File: src/rtl/ras_stack_if.sv
// Purpose: F1 decoder / flush / checkpoint signal bundle between the fetch pipeline and the RAS.
// Latency: wires only; all timing is set by the attached modules.
// Backpressure: none; F1 advance is qualified by f1_vld_i, and the RAS never stalls.
interface ras_stack_if #(
  parameter int PTR_W = 4
);
  logic             f1_vld_i;
  logic             brdec_brext_f1_i;
  logic [1:0]       brdec_rasctl_f1_i;
  logic [63:0]      brdec_rasdat_f1_i;
  logic             flush_vld_i;
  logic [PTR_W-1:0] flush_tos_i;
  logic [PTR_W:0]   flush_cnt_i;
  logic [63:0]      ras_pcdata_f0_o;
  logic [PTR_W-1:0] ras_tos_o;
  logic [PTR_W:0]   ras_cnt_o;
  logic             ras_empty_o;
  logic             ras_full_o;

  // Fetch/backend side: drives decoder control and flush checkpoints, consumes the prediction.
  modport master (
    output f1_vld_i, brdec_brext_f1_i, brdec_rasctl_f1_i, brdec_rasdat_f1_i,
    output flush_vld_i, flush_tos_i, flush_cnt_i,
    input  ras_pcdata_f0_o, ras_tos_o, ras_cnt_o, ras_empty_o, ras_full_o
  );

  // Stack side.
  modport slave (
    input  f1_vld_i, brdec_brext_f1_i, brdec_rasctl_f1_i, brdec_rasdat_f1_i,
    input  flush_vld_i, flush_tos_i, flush_cnt_i,
    output ras_pcdata_f0_o, ras_tos_o, ras_cnt_o, ras_empty_o, ras_full_o
  );
endinterface

File: src/rtl/ras_stack.sv
// Purpose: circular return-address stack with pointer-only checkpoint restore on flush.
// Latency: a push becomes visible on ras_pcdata_f0_o one cycle later (no same-cycle bypass).
// Backpressure: none; every qualified F1 operation is absorbed, and a full push overwrites the oldest entry.
module ras_stack #(
  parameter int DEPTH = 16,
  parameter int PTR_W = 4
) (
  input  logic        clk_i,
  input  logic        rst_i,
  ras_stack_if.slave  ras_if
);

  localparam logic [1:0] L_CTL_NONE = 2'b00;
  localparam logic [1:0] L_CTL_PUSH = 2'b01;
  localparam logic [1:0] L_CTL_POP  = 2'b10;
  localparam logic [1:0] L_CTL_POPPUSH = 2'b11;

  localparam logic [PTR_W:0] L_CNT_MAX = DEPTH[PTR_W:0];
  localparam logic [PTR_W:0] L_CNT_ONE = (PTR_W+1)'(1);

  logic [63:0]      r_mem [DEPTH];
  logic [PTR_W-1:0] r_tos;
  logic [PTR_W:0]   r_cnt;

  logic             w_upd;
  logic [63:0]      w_retaddr;
  logic [PTR_W-1:0] w_tos_inc;
  logic [PTR_W-1:0] w_tos_dec;
  logic [PTR_W-1:0] w_nxt_tos;
  logic [PTR_W:0]   w_nxt_cnt;
  logic             w_wr_en;
  logic [PTR_W-1:0] w_wr_idx;

  // A flush kills any same-cycle F1 update; only advancing packets with a branch touch the stack.
  assign w_upd     = ras_if.f1_vld_i & ras_if.brdec_brext_f1_i & ~ras_if.flush_vld_i;
  assign w_retaddr = ras_if.brdec_rasdat_f1_i + 64'h4;
  assign w_tos_inc = r_tos + 1'b1;
  assign w_tos_dec = r_tos - 1'b1;

  // Next pointer/count and the single entry write: flush restores pointers only, entries are left alone.
  always_comb begin
    w_nxt_tos = r_tos;
    w_nxt_cnt = r_cnt;
    w_wr_en   = 1'b0;
    w_wr_idx  = r_tos;
    if (ras_if.flush_vld_i) begin
      w_nxt_tos = ras_if.flush_tos_i;
      w_nxt_cnt = (ras_if.flush_cnt_i > L_CNT_MAX) ? L_CNT_MAX : ras_if.flush_cnt_i;
    end else if (w_upd) begin
      case (ras_if.brdec_rasctl_f1_i)
        L_CTL_PUSH: begin
          w_wr_en   = 1'b1;
          w_wr_idx  = w_tos_inc;
          w_nxt_tos = w_tos_inc;
          w_nxt_cnt = (r_cnt == L_CNT_MAX) ? r_cnt : r_cnt + L_CNT_ONE;
        end
        L_CTL_POP: begin
          // Underflow is silently ignored so the prediction keeps pointing at the same slot.
          if (r_cnt != '0) begin
            w_nxt_tos = w_tos_dec;
            w_nxt_cnt = r_cnt - L_CNT_ONE;
          end
        end
        L_CTL_POPPUSH: begin
          // Replace the top in place; from empty this creates a single live entry.
          w_wr_en  = 1'b1;
          w_wr_idx = r_tos;
          if (r_cnt == '0) begin
            w_nxt_cnt = L_CNT_ONE;
          end
        end
        L_CTL_NONE: begin
          w_nxt_tos = r_tos;
        end
        default: begin
          w_nxt_tos = r_tos;
        end
      endcase
    end
  end

  // Pointer state register; reset wins over flush and update.
  always_ff @(posedge clk_i) begin
    if (rst_i) begin
      r_tos <= '0;
      r_cnt <= '0;
    end else begin
      r_tos <= w_nxt_tos;
      r_cnt <= w_nxt_cnt;
    end
  end

  // Entry array: cleared on reset, otherwise at most one entry written per cycle.
  always_ff @(posedge clk_i) begin
    if (rst_i) begin
      for (int i = 0; i < DEPTH; i++) begin
        r_mem[i] <= 64'h0;
      end
    end else if (w_wr_en) begin
      r_mem[w_wr_idx] <= w_retaddr;
    end
  end

  // Prediction is read from registered state and suppressed when the stack is empty.
  assign ras_if.ras_pcdata_f0_o = (r_cnt == '0) ? 64'h0 : r_mem[r_tos];
  assign ras_if.ras_tos_o       = r_tos;
  assign ras_if.ras_cnt_o       = r_cnt;
  assign ras_if.ras_empty_o     = (r_cnt == '0);
  assign ras_if.ras_full_o      = (r_cnt == L_CNT_MAX);

endmodule

File: src/flat_wrapper.sv
// flat-port wrapper written by rule: the top's interface ports become plain ports
module ras_stack_flat 
#(
  parameter int DEPTH = 16,
  parameter int PTR_W = 4
)
  (clk_i, rst_i, ras_if_f1_vld_i, ras_if_brdec_brext_f1_i, ras_if_brdec_rasctl_f1_i, ras_if_brdec_rasdat_f1_i, ras_if_flush_vld_i, ras_if_flush_tos_i, ras_if_flush_cnt_i, ras_if_ras_pcdata_f0_o, ras_if_ras_tos_o, ras_if_ras_cnt_o, ras_if_ras_empty_o, ras_if_ras_full_o);
  ras_stack_if #(.PTR_W(PTR_W)) ras_if_i ();
  input  logic clk_i;
  input  logic rst_i;
  input wire logic [$bits(ras_if_i.f1_vld_i)-1:0] ras_if_f1_vld_i;
  input wire logic [$bits(ras_if_i.brdec_brext_f1_i)-1:0] ras_if_brdec_brext_f1_i;
  input wire logic [$bits(ras_if_i.brdec_rasctl_f1_i)-1:0] ras_if_brdec_rasctl_f1_i;
  input wire logic [$bits(ras_if_i.brdec_rasdat_f1_i)-1:0] ras_if_brdec_rasdat_f1_i;
  input wire logic [$bits(ras_if_i.flush_vld_i)-1:0] ras_if_flush_vld_i;
  input wire logic [$bits(ras_if_i.flush_tos_i)-1:0] ras_if_flush_tos_i;
  input wire logic [$bits(ras_if_i.flush_cnt_i)-1:0] ras_if_flush_cnt_i;
  output wire logic [$bits(ras_if_i.ras_pcdata_f0_o)-1:0] ras_if_ras_pcdata_f0_o;
  output wire logic [$bits(ras_if_i.ras_tos_o)-1:0] ras_if_ras_tos_o;
  output wire logic [$bits(ras_if_i.ras_cnt_o)-1:0] ras_if_ras_cnt_o;
  output wire logic [$bits(ras_if_i.ras_empty_o)-1:0] ras_if_ras_empty_o;
  output wire logic [$bits(ras_if_i.ras_full_o)-1:0] ras_if_ras_full_o;
  assign ras_if_i.f1_vld_i = ras_if_f1_vld_i;
  assign ras_if_i.brdec_brext_f1_i = ras_if_brdec_brext_f1_i;
  assign ras_if_i.brdec_rasctl_f1_i = ras_if_brdec_rasctl_f1_i;
  assign ras_if_i.brdec_rasdat_f1_i = ras_if_brdec_rasdat_f1_i;
  assign ras_if_i.flush_vld_i = ras_if_flush_vld_i;
  assign ras_if_i.flush_tos_i = ras_if_flush_tos_i;
  assign ras_if_i.flush_cnt_i = ras_if_flush_cnt_i;
  assign ras_if_ras_pcdata_f0_o = ras_if_i.ras_pcdata_f0_o;
  assign ras_if_ras_tos_o = ras_if_i.ras_tos_o;
  assign ras_if_ras_cnt_o = ras_if_i.ras_cnt_o;
  assign ras_if_ras_empty_o = ras_if_i.ras_empty_o;
  assign ras_if_ras_full_o = ras_if_i.ras_full_o;
  ras_stack #(.DEPTH(DEPTH), .PTR_W(PTR_W)) u_core (.clk_i(clk_i), .rst_i(rst_i), .ras_if(ras_if_i));
endmodule
File: config.mk
export PLATFORM = sky130hd
export DESIGN_NAME = ras_stack_flat
export DESIGN_NICKNAME = d
export VERILOG_FILES = /design/src/rtl/ras_stack_if.sv /design/src/rtl/ras_stack.sv /design/src/flat_wrapper.sv
export SDC_FILE = /design/constraint.sdc
export NUM_CORES = 1
export LEC_CHECK = 0
export BUFFER_PORTS_ARGS = -buffer_cell sky130_fd_sc_hd__clkbuf_2
export CORE_MARGIN = 1
export CORE_UTILIZATION = 45
export DETAILED_ROUTE_END_ITERATION = 12
export HOLD_SLACK_MARGIN = 0.05
export SLEW_MARGIN = 30
export SYNTH_ARGS = -nofsm -noshare
export SYNTH_HDL_FRONTEND = slang
export SYNTH_SLANG_ARGS = --single-unit
File: constraint.sdc
create_clock -name clk_i -period 9.3 [get_ports clk_i]
set_input_delay 1.395 -clock clk_i [delete_from_list [all_inputs] [get_ports clk_i]]
set_output_delay 1.395 -clock clk_i [all_outputs]
set_load 0.01 [all_outputs]
==> results.ini, run 1 <==
[run_status]
status=complete, no violations

[synth]
synth_cells=3056
async_flop_share_pct=0
ys_warn_count=0
synth_cell_types=52
syn_area_um2=45840
synth_area_leaders=edfxtp_1, mux4_2, nor2_1, clkbuf_1, nor2b_1
ys.flop_type=edfxtp_1
synth_nets=3143
synth_top_area_cell=edfxtp_1
synth-seq-cells=1037
synth_common_cells=nor2_1, edfxtp_1, mux4_2
synth_top_area_share_pct=67.08
yosysSeqAreaShare_pct=67.65
synth_most_common_cell=nor2_1
synth_enable_flop_cells=1024
syn_avg_cell_area_um2=15.00

[routing]
vias=26740
drt_wl_total_mm=126.1
postRouteAntennaNets=0
viasPerCell=5.841
wl_per_cell_um=27.55
drt-pass1-iter-count=5
drt_iter0_markers=2909
drcViolationCount=0

[die]
die-area_um2=103100
start_util_pct=45.64
ios=155
chipHeight_um=321.2
die_x_um=321.2
std_cell_rows=116
core-area_um2=100400

[critical_path]
cp-end-kind=output pin
reg2reg_slack_ns=4.70
critPathArrivalTime_ns=4.39
path_class=reg2out
worstPathMaxFanout=134
start_kind=register
required_ns=7.91

[worst_hold_path]
min_path_type=reg2reg

[layout]
fin_nets=3219
syn2layout_area_growth_pct=13.88
multi_input_area_um2=14350
fillerInstances=8274
regArea_um2=31020
drive_above_1_share_pct=25.38

[timing]
worst_pin_slew_ns=1.073
period_minus_slack_ns=5.785
fmax_mhz=172.9
maxSlewHeadroom_pct=28.20
finalHoldViolCount=0
period_share_pct=62.21
skew_ns=0.01658
grt_setup_unrepaired=no
fin_setup_tns_ns=0
slew_violations=0
setup_viol=0

[clocking]
cts_inserted_buffers=108
cts_resized=0
insertion_delay_ns=0.68
cts_setup_buffers=0
cts_hold_buf=0
root_buffer=clkbuf_16
htreeDepth=3
clk_pin_slew_ns=0.06
clock_path_buffers=3
numClockSinks=1037
cts_tree=yes

[global_route]
grt_antenna_before_repair=3
grt_pass1_wl_mm=184.4
grt_pass1_vias=27100
grt_max_degree=135
overflow=0
track_usage_pct=24.74

[pwr]
power_w=0.01050
power_density_nw_per_um2=201.1
peakVddDrop_v=0.0001642
leakagePower_nw=18.28

[placed_design]
gp_congestion=0.8333
port_buffers=154
hpwl_mm=76.97

[run]
max_cap_violations=0

[routing by layer]
layer	part of all wire [%]	wire length (um)	vias up	track usage [%]
met5	0.010	13	-	0
met2	51	64760	1183	42.46
met4	3.5	4464	2	8.624
li1	-	-	11370	-
met1	38	47990	13960	31.95
met3	7.0	8884	225	3.979
[per-stage QoR]
step | hold WS [ns] | instances | utilization [%] | worst slack, ns | area, um^2
2_1_floorplan | 0.5515 | 3056 | - | 4.748 | 45840
3_3_place_gp | 0.5541 | 4363 | 47.99 | 3.792 | 48200
3_5_place_dp | 0.5983 | 4376 | 48.37 | 3.882 | 48580
4_1_cts | 0.6081 | 4573 | 51.77 | 3.399 | 51990
5_1_grt | 0.6305 | 4576 | 51.97 | 3.364 | 52200
6_report | 0.6084 | 4578 | 51.97 | 3.515 | 52200
[logic make-up after synthesis]
group / count (synthesis) / synth area share [%]
adders and majority gates: 7 / 0.2074
DFF: 1037 / 67.65
buffers and inverters: 287 / 2.514
and+or+nand+nor: 1294 / 11.96
AOI/OAI and AO/OA: 38 / 0.5268
muxes: 328 / 15.90
xor gates and xnor gates: 65 / 1.242
[worst paths after layout]
| path | start | endpoint | cells after the start |
|---|---|---|---|
| min | u_core.ras_if.ras_cnt_o[3]$_SDFFE_PP0P_ | u_core.ras_if.ras_cnt_o[3]$_SDFFE_PP0P_ | 2 |
| min reg2reg | u_core.ras_if.ras_cnt_o[3]$_SDFFE_PP0P_ | u_core.ras_if.ras_cnt_o[3]$_SDFFE_PP0P_ | 2 |
| max reg2reg | u_core.ras_if.ras_tos_o[0]$_SDFFE_PP0N_ | u_core.r_mem[15][50]$_SDFFCE_PN0P_ | 8 |
| max | register | ras_if_ras_pcdata_f0_o[50] | 6 |
[area by class of cell]
type	instances	share of cell area (%)
inverters	21	0.1510
clock buffers	136	5.501
clock inverters	61	1.035
flip-flops and latches	1037	59.43
well taps	1357	3.253
repair buffers	232	3.133
diodes	2	0.009588
multi-input cells	1732	27.48
[critical path, stage by stage, from the launching register on]
cell and delay, ns:
dfxtp_4 0.85, buf_12 0.74, buf_4 0.64, mux4_2 0.46
mux4_2 0.53, nor2b_1 0.17, clkbuf_2 0.17
[report_power, final]
group          switching, W  internal, W
Clock               0.00177      0.00245
Sequential        0.0000682      0.00528
Combinational      0.000563     0.000377
[flip-flops by register name, summed over array words and instances (netlist names), named ones only]
register                 flops
u_core.ras_if.ras_tos_o      4
u_core.r_mem              1024
u_core.ras_if.ras_cnt_o      5
[placed cells by master (no fill, tap or decap), drive strengths merged, types with 13 or more instances in the layout]
cell,count
clkbuf,290
a21oi,15
clkinv,46
nand2,49
nor3,18
xnor2,43
nor2b,70
buf,78
edfxtp,1024
xor2,22
mux4,320
nor2,1059
inv,22
dfxtp,13
nand2b,20
nand4,24
nand3,14
Power figures use the tool's default switching activity.
==> inputs of run 2 (changes only) <==
==> constraint.sdc (replaced) <==
create_clock -name clk_i -period 4.9 [get_ports clk_i]
set_input_delay 0.735 -clock clk_i [delete_from_list [all_inputs] [get_ports clk_i]]
set_output_delay 0.735 -clock clk_i [all_outputs]
set_load 0.01 [all_outputs]
==> results.ini, run 2 (synthesized netlist as in run 1, its figures left out) <==
[critical_path]
path_class=reg2out
worstPathMaxFanout=26
cp-end-kind=output pin
start_kind=register
critPathArrivalTime_ns=3.43
required_ns=4.16

[routing]
wl_per_cell_um=29.85
drt_wl_total_mm=138.9
drt-pass1-iter-count=5
vias=28070
viasPerCell=6.033
postRouteAntennaNets=0
drt_iter0_markers=3648
drcViolationCount=0

[die]
std_cell_rows=116
core-area_um2=100400
start_util_pct=45.64
die_x_um=321.2
chipHeight_um=321.2
ios=155
die-area_um2=103100

[run_status]
status=complete, no violations

[timing]
worst_pin_slew_ns=0.9235
fin_setup_tns_ns=0
grt_setup_unrepaired=no
fmax_mhz=239.9
period_share_pct=85.08
skew_ns=0.02435
setup_viol=0
maxSlewHeadroom_pct=36.67
finalHoldViolCount=0
period_minus_slack_ns=4.169
slew_violations=0

[worst_hold_path]
min_path_type=in2reg

[layout]
regArea_um2=31020
syn2layout_area_growth_pct=15.44
largest_reg_flops=1024
final_common_cell=nor2_1
fin_nets=3286
multi_input_area_um2=14150
layout_common_cells=nor2_1, edfxtp_1, mux4_2
drive_above_1_share_pct=27.06
fillerInstances=8286
top_register=u_core.r_mem

[clocking]
numClockSinks=1037
clock_path_buffers=3
cts_resized=0
htreeDepth=3
cts_inserted_buffers=110
cts_setup_buffers=0
insertion_delay_ns=0.68
clk_pin_slew_ns=0.06
cts_hold_buf=0
root_buffer=clkbuf_16
cts_tree=yes

[global_route]
track_usage_pct=27.14
grt_antenna_before_repair=3
overflow=0
grt_max_degree=65
grt_pass1_vias=28610
grt_pass1_wl_mm=199.5

[run]
max_cap_violations=0

[placed_design]
hpwl_mm=79.01
port_buffers=154
gp_congestion=0.8164

[pwr]
power_density_nw_per_um2=386.7
power_w=0.02046
leakagePower_nw=18.80
peakVddDrop_v=0.0002922

-- run 2: cell types whose count changed in the layout (fill, tap and decap cells not counted), moves of 6 or more --
cell      delta
xor2_4       -6
clkinv_1     -6
buf_4       +52
buf_12      +19
clkinv_2     +7
xnor2_2      +7
xor2_1       +7
-- run 2: area by class of cell --
type                            count  area share, %
Antenna cell                        2       0.009458
Clock buffer                      135          5.500
Clock inverter                     71          1.423
Inverter                           21         0.1490
Multi-Input combinational cell   1732          26.75
Sequential cell                  1037          58.63
Tap cell                         1357          3.209
Timing Repair Buffer              297          4.327
-- run 2: stage by stage --
step | std cells | hold WS (ns) | setup WS [ns] | utilization [%] | cell area [um^2]
final | 4652 | 0.3235 | 0.7311 | 52.68 | 52910
after global routing | 4650 | 0.3314 | 0.5684 | 52.68 | 52910
after CTS | 4650 | 0.2909 | 0.6462 | 52.65 | 52880
after detailed placement | 4444 | 0.5661 | 1.068 | 49.00 | 49210
after global placement | 4443 | 0.5407 | 1.068 | 48.79 | 49000
after floorplan | 3056 | 0.5515 | 0.9957 | - | 45840
-- run 2: worst paths after layout --
path	startpoint	slack [ns]	cells past startpoint	end
worst max register to register	u_core.ras_if.ras_tos_o[0]$_SDFFE_PP0N_	1.15	8	u_core.r_mem[4][49]$_SDFFCE_PN0P_
worst min register to register	u_core.ras_if.ras_cnt_o[2]$_SDFFE_PP0P_	0.58	2	u_core.ras_if.ras_cnt_o[2]$_SDFFE_PP0P_
worst min-delay path	ras_if_flush_tos_i[1]	0.32	3	register
worst max-delay path	register	0.73	6	ras_if_ras_pcdata_f0_o[50]
-- run 2: critical path: stages (launching register included) --
cell	delay (ns)
dfxtp_4	0.74
buf_12	0.33
buf_4	0.23
mux4_2	0.52
mux4_2	0.46
nor2b_1	0.22
clkbuf_2	0.19
-- run 2: power breakdown --
group	leakage [nW]	switching (W)	internal [W]
clock network	1.79	0.00348	0.00500
registers	10.7	0.000138	0.0100
logic	6.27	0.00108	0.000752
total	18.8	0.00469	0.0158
-- run 2: routing by layer --
metal | part of all wire (%) | GRT usage [%]
met2 | 50 | 46.39
met5 | 0.025 | 0
met1 | 37 | 35.40
met3 | 9.2 | 4.452
met4 | 3.3 | 8.825
